$ cat src/rtl/booth_mult_core_if.sv
// Handshake and operand bundle for booth_mult_core: request side drives start/operands,
// core side returns the registered product and status flags.
interface booth_mult_core_if #(
  parameter int N = 4
);
  logic           start;
  logic [N-1:0]   multiplicand;
  logic [2*N:0]   mix_reg;
  logic [2*N-1:0] product;
  logic           busy;
  logic           done;

  modport master (
    output start, multiplicand, mix_reg,
    input  product, busy, done
  );

  modport slave (
    input  start, multiplicand, mix_reg,
    output product, busy, done
  );
endinterface

$ cat src/rtl/booth_mult_core.sv
// Radix-2 Booth sequential multiplier: captures a seeded working register, runs N add/shift
// steps, then presents the signed 2N-bit product with a one-cycle done pulse.
module booth_mult_core #(
  parameter int N = 4
) (
  input  logic           clk,
  input  logic           rst,
  booth_mult_core_if.slave bus
);
  localparam int CW = (N > 1) ? $clog2(N) : 1;

  typedef enum logic [1:0] {
    IDLE = 2'd0,
    CALC = 2'd1,
    DONE = 2'd2
  } state_t;

  state_t         state_r;
  state_t         state_nx_s;
  // Accumulator carries one guard bit so subtracting the most negative M cannot overflow.
  logic [N:0]     acc_r;
  logic [N-1:0]   q_r;
  logic           qm1_r;
  logic [N-1:0]   m_r;
  logic [CW-1:0]  cnt_r;
  logic [2*N-1:0] product_r;
  logic           busy_r;
  logic           done_r;

  logic [N:0]     m_ext_s;
  logic [N:0]     sum_s;
  logic [N:0]     acc_nx_s;
  logic [N-1:0]   q_nx_s;
  logic           qm1_nx_s;
  logic           last_step_s;

  assign bus.product = product_r;
  assign bus.busy    = busy_r;
  assign bus.done    = done_r;

  // Next-state decode for the IDLE/CALC/DONE sequencer.
  always_comb begin
    state_nx_s  = state_r;
    last_step_s = 1'b0;
    case (state_r)
      IDLE: begin
        if (bus.start) state_nx_s = CALC;
        else           state_nx_s = IDLE;
      end
      CALC: begin
        last_step_s = (cnt_r == CW'(N - 1));
        if (last_step_s) state_nx_s = DONE;
        else             state_nx_s = CALC;
      end
      DONE:    state_nx_s = IDLE;
      default: state_nx_s = IDLE;
    endcase
  end

  // One Booth step: conditional add/subtract followed by an arithmetic right shift.
  always_comb begin
    m_ext_s = {m_r[N-1], m_r};
    sum_s   = acc_r;
    case ({q_r[0], qm1_r})
      2'b01:   sum_s = acc_r + m_ext_s;
      2'b10:   sum_s = acc_r - m_ext_s;
      default: sum_s = acc_r;
    endcase
    acc_nx_s = {sum_s[N], sum_s[N:1]};
    q_nx_s   = {sum_s[0], q_r[N-1:1]};
    qm1_nx_s = q_r[0];
  end

  // State register.
  always_ff @(posedge clk) begin
    if (!rst) state_r <= IDLE;
    else      state_r <= state_nx_s;
  end

  // Working register, counter, product and status flags.
  always_ff @(posedge clk) begin
    if (!rst) begin
      acc_r     <= '0;
      q_r       <= '0;
      qm1_r     <= 1'b0;
      m_r       <= '0;
      cnt_r     <= '0;
      product_r <= '0;
      busy_r    <= 1'b0;
      done_r    <= 1'b0;
    end else begin
      busy_r <= (state_nx_s == CALC);
      done_r <= (state_nx_s == DONE);
      case (state_r)
        IDLE: begin
          if (bus.start) begin
            acc_r <= {bus.mix_reg[2*N], bus.mix_reg[2*N:N+1]};
            q_r   <= bus.mix_reg[N:1];
            qm1_r <= bus.mix_reg[0];
            m_r   <= bus.multiplicand;
            cnt_r <= '0;
          end
        end
        CALC: begin
          acc_r <= acc_nx_s;
          q_r   <= q_nx_s;
          qm1_r <= qm1_nx_s;
          cnt_r <= cnt_r + CW'(1);
          if (last_step_s) product_r <= {acc_nx_s[N-1:0], q_nx_s};
        end
        default: begin
        end
      endcase
    end
  end
endmodule
$ cat src/flat_wrapper.sv
// flat-port wrapper written by rule: the top's interface ports become plain ports
module booth_mult_core_flat 
#(
  parameter int N = 4
)
  (clk, rst, bus_start, bus_multiplicand, bus_mix_reg, bus_product, bus_busy, bus_done);
  booth_mult_core_if #(.N(N)) bus_i ();
  input  logic clk;
  input  logic rst;
  input wire logic [$bits(bus_i.start)-1:0] bus_start;
  input wire logic [$bits(bus_i.multiplicand)-1:0] bus_multiplicand;
  input wire logic [$bits(bus_i.mix_reg)-1:0] bus_mix_reg;
  output wire logic [$bits(bus_i.product)-1:0] bus_product;
  output wire logic [$bits(bus_i.busy)-1:0] bus_busy;
  output wire logic [$bits(bus_i.done)-1:0] bus_done;
  assign bus_i.start = bus_start;
  assign bus_i.multiplicand = bus_multiplicand;
  assign bus_i.mix_reg = bus_mix_reg;
  assign bus_product = bus_i.product;
  assign bus_busy = bus_i.busy;
  assign bus_done = bus_i.done;
  booth_mult_core #(.N(N)) u_core (.clk(clk), .rst(rst), .bus(bus_i));
endmodule
$ cat config.mk
export PLATFORM = sky130hd
export DESIGN_NAME = booth_mult_core_flat
export DESIGN_NICKNAME = d
export VERILOG_FILES = /design/src/rtl/booth_mult_core_if.sv /design/src/rtl/booth_mult_core.sv /design/src/flat_wrapper.sv
export SDC_FILE = /design/constraint.sdc
export NUM_CORES = 1
export LEC_CHECK = 0
export BUFFER_PORTS_ARGS = -buffer_cell sky130_fd_sc_hd__buf_2
export CAP_MARGIN = 15
export CORE_ASPECT_RATIO = 0.7
export CORE_MARGIN = 10
export CORE_UTILIZATION = 50
export DETAILED_ROUTE_END_ITERATION = 7
export GPL_TIMING_DRIVEN = 0
export HOLD_SLACK_MARGIN = 0.05
export PLACE_DENSITY = 0.84
export RECOVER_POWER = 100
export SLEW_MARGIN = 10
export SYNTH_ARGS = -nofsm -noshare
export SYNTH_HDL_FRONTEND = slang
export SYNTH_SLANG_ARGS = --single-unit
$ cat constraint.sdc
create_clock -name clk -period 4.7 [get_ports clk]
set_clock_uncertainty 0.05 [all_clocks]
set_input_delay 0.235 -clock clk [delete_from_list [all_inputs] [get_ports clk]]
set_output_delay 0.235 -clock clk [all_outputs]
set_load 0.03 [all_outputs]
==> impl_metrics.csv <==
group,metric,value,unit
placement,dp_hpwl,2380,um
pwr,intPower,0.355,mW
die,fp-row-count,15,
critical_path,worstPathCellList,"inv_1, ha_1, mux2_1, fa_1, nand2b_1, a21oi_1, xnor2_1, o21a_1, o311a_1",
detailed_routing,antenna_left,0,
cells_and_area,final_cells,220,
pwr,swShare,0.298,
synthesis,synth.largest_area_cell,"dfxtp_1",
die,dieWidth,81.6,um
cells_and_area,area_growth,14.3,%
pwr,p_sw,0.151,mW
critical_path,setup.worst_path.end_class,"register",
timing,slew_violations,0,
synthesis,avgSynthCellArea,8.46,um^2
job,drv_cap,0,
min_path,hold_path_class,"in -> reg",
die,die_h,63.1,um
synthesis,syn-cell-area,1330,um^2
synthesis,yosysUniqueCellTypes,33,
detailed_routing,drc_errors,0,
clocking,post_cts_buffers,0,
detailed_routing,drt-initial-drc-count,58,
die,start_util,0.532,
timing,worstMarginPinSlew,770,ps
critical_path,path_max_fanout,4,
timing,relSlewSlack,0.485,
synthesis,yosysWarnings,0,
global_route,overflow,0,
synthesis,synth.top_cell.area_share,0.407,
clocking,numClockSinks,27,
die,io_pins,26,
critical_path,crit_type,"reg -> reg",
critical_path,critPathLaunchType,"register",
timing,period_share,0.570,
cells_and_area,nets,211,
detailed_routing,wirelength,3190,um
cells_and_area,drive_gt1_frac,0.118,
outcome,run_status,"finished clean",
die,core_area,2500,um^2
cells_and_area,diodes,0,
synthesis,synth_nets,181,
global_route,grt_pass1_wl,5760,um
clocking,numCtsBuffers,3,
clocking,clk_pin_slew_worst_paths,90,ps
clocking,cts_resized,0,
timing,hold_viol_final,0,
pwr,max-vdd-ir-drop,0.161,mV
synthesis,seq_area_frac_synth,0.407,
critical_path,slowest_delay,480,ps
pwr,p_comb_frac,0.244,
clocking,cts-root-buf,"clkbuf_8",
clocking,cts_max_level,1,
clocking,cts_max_path_buffers,2,
pwr,powerDensity,333,nW/um^2
detailed_routing,viasPerCell,5.50,
global_route,busiest_layer,"met2",
detailed_routing,num_vias,1211,
synthesis,synthTopCellsByArea,"dfxtp_1, nor2_1, ha_1",
critical_path,crit_slowest_cell,"fa_1",
global_route,grt_use_met2,0.228,
clocking,cts_tree,"done",
global_route,use_met3,0.0496,
pwr,clkPwrFrac,0.256,
synthesis,synth-seq-cells,27,
placement,numPortBuffers,25,
global_route,grt_use_met1,0.160,
global_route,grt_pass1_vias,1251,
critical_path,required,4820,ps
timing,period_needed,2680,ps
placement,gp_congestion,0.854,
global_route,grt_max_degree,15,
pwr,seq_power_share,0.499,
placement,dp.cells,216,
timing,setup-tns-final,0,ps
critical_path,arrival,2790,ps
clocking,cts_hold_buffers,0,
clocking,clk_latency,270,ps
timing,fmax,374,MHz
timing,setup-violations-final,0,
cells_and_area,fill_cells,237,
timing,rsz0062_at_grt,"false",
detailed_routing,wl_per_cell,14.5,um
pwr,p_leak,0.633,nW
global_route,antenna_found_initial,0,
synthesis,postSynthCellCount,157,
global_route,grt_usage,0.135,
detailed_routing,firstDrtPassIters,4,
die,dieArea,5150,um^2
==> synth_stat cells <==
master	number
buf_1	1
o21ai_0	2
a311oi_1	4
mux2_2	2
nor2_4	1
o311a_1	3
fa_1	1
o21a_1	1
nand3_1	2
inv_1	7
a222oi_1	1
a22oi_1	2
and2b_2	1
mux2i_1	5
a211oi_1	1
o221a_2	2
nor2b_1	2
nor3b_1	3
dfxtp_1	27
buf_2	1
buf_4	1
a21oi_2	1
nand2b_1	5
clkbuf_1	3
and2_1	2
nand2_1	21
nor3_1	2
ha_1	7
a21oi_1	12
xnor2_1	3
xor2_1	1
o22ai_1	1
nor2_1	29
==> layer usage <==
metal | vias to the layer above | routed length, um
li1 | 595 | -
met1 | 582 | 1420
met2 | 30 | 1510
met3 | 4 | 234
met4 | 0 | 20
met5 | - | 0
==> state kept, by name (all words and copies together) (netlist names) <==
| register | flops |
|---|---|
| u_core.bus.done | 1 |
| u_core.q_r | 4 |
| u_core.bus.busy | 1 |
| u_core.m_r | 4 |
| u_core.qm1_r | 1 |
| u_core.acc_r | 4 |
| u_core.state_r | 2 |
| u_core.cnt_r | 2 |
| u_core.bus.product | 8 |
==> cell type report <==
cell class                 instances  area, um^2  share of cell area
buffer                             6        26.3              0.0173
inverter                           7        26.3              0.0173
tap                               34        42.5              0.0280
sequential                        27         541               0.356
multi-input combinational        117         726               0.478
timing repair buffer              25         113              0.0741
clock buffer                       4        45.0              0.0297
==> stage by stage <==
step / hold slack, ps / cell area (um^2) / setup slack [ps] / total power, mW / util
after floorplan: 316 / 1330 / 2280 / 0.350 / -
after global placement: 391 / 1500 / 2170 / 0.374 / 0.599
after detailed placement: 393 / 1500 / 2090 / 0.380 / 0.599
after CTS: 150 / 1540 / 2060 / 0.511 / 0.618
after global routing: 163 / 1520 / 1830 / 0.541 / 0.609
final: 149 / 1520 / 2020 / 0.506 / 0.609
==> power by group through the flow <==
stage                     registers [mW]  logic (mW)  clock network [mW]
after floorplan                    0.257      0.0935                   0
after global placement             0.257       0.117                   0
after detailed placement           0.258       0.122                   0
after CTS                          0.253       0.125               0.133
after global routing               0.255       0.142               0.145
final                              0.253       0.124               0.130
==> worst max-delay path: cells and delay by family, from the launching register on <==
family | cells | cell delay, ps
adders and majority gates | 2 | 770
AOI/OAI and AO/OA | 3 | 680
DFF | 1 | 390
muxes | 1 | 330
and+or+nand+nor | 1 | 180
xor gates and xnor gates | 1 | 110
buffers and inverters | 1 | 70
==> worst paths after layout <==
path | from | endpoint | slack [ps] | cells past startpoint
setup reg to reg | u_core.m_r[0]$_SDFFE_PN0P_ | u_core.acc_r[3]$_SDFFE_PN0P_ | 2020 | 9
hold / removal | bus_multiplicand[3] | u_core.m_r[3]$_SDFFE_PN0P_ | 150 | 3
hold reg to reg | u_core.bus.product[1]$_SDFFE_PN0P_ | u_core.bus.product[1]$_SDFFE_PN0P_ | 410 | 2
setup / recovery | u_core.m_r[0]$_SDFFE_PN0P_ | u_core.acc_r[3]$_SDFFE_PN0P_ | 2020 | 9
==> cells in the final DEF (no fill, tap or decap), drive strengths merged, types with 3 or more instances in the layout <==
cell type	count
mux2i	5
nand2b	5
a21oi	13
o311a	3
ha	7
clkbuf	19
nor3b	3
nand2	21
nor2	30
dfxtp	27
xnor2	3
inv	7
buf	16
a311oi	4
==> cell families (layout without fill, tap and decap cells) <==
kind of cell               after synthesis  count (layout)  share of synthesized area
buffers and inverters                   13              42                     0.0405
DFF                                     27              27                      0.407
and+or+nand+nor                         68              68                      0.231
muxes                                    7               7                     0.0546
xor gates and xnor gates                 4               4                     0.0264
AOI/OAI and AO/OA                       30              30                      0.160
adders and majority gates                8               8                     0.0810
Power figures use the tool's default switching activity.
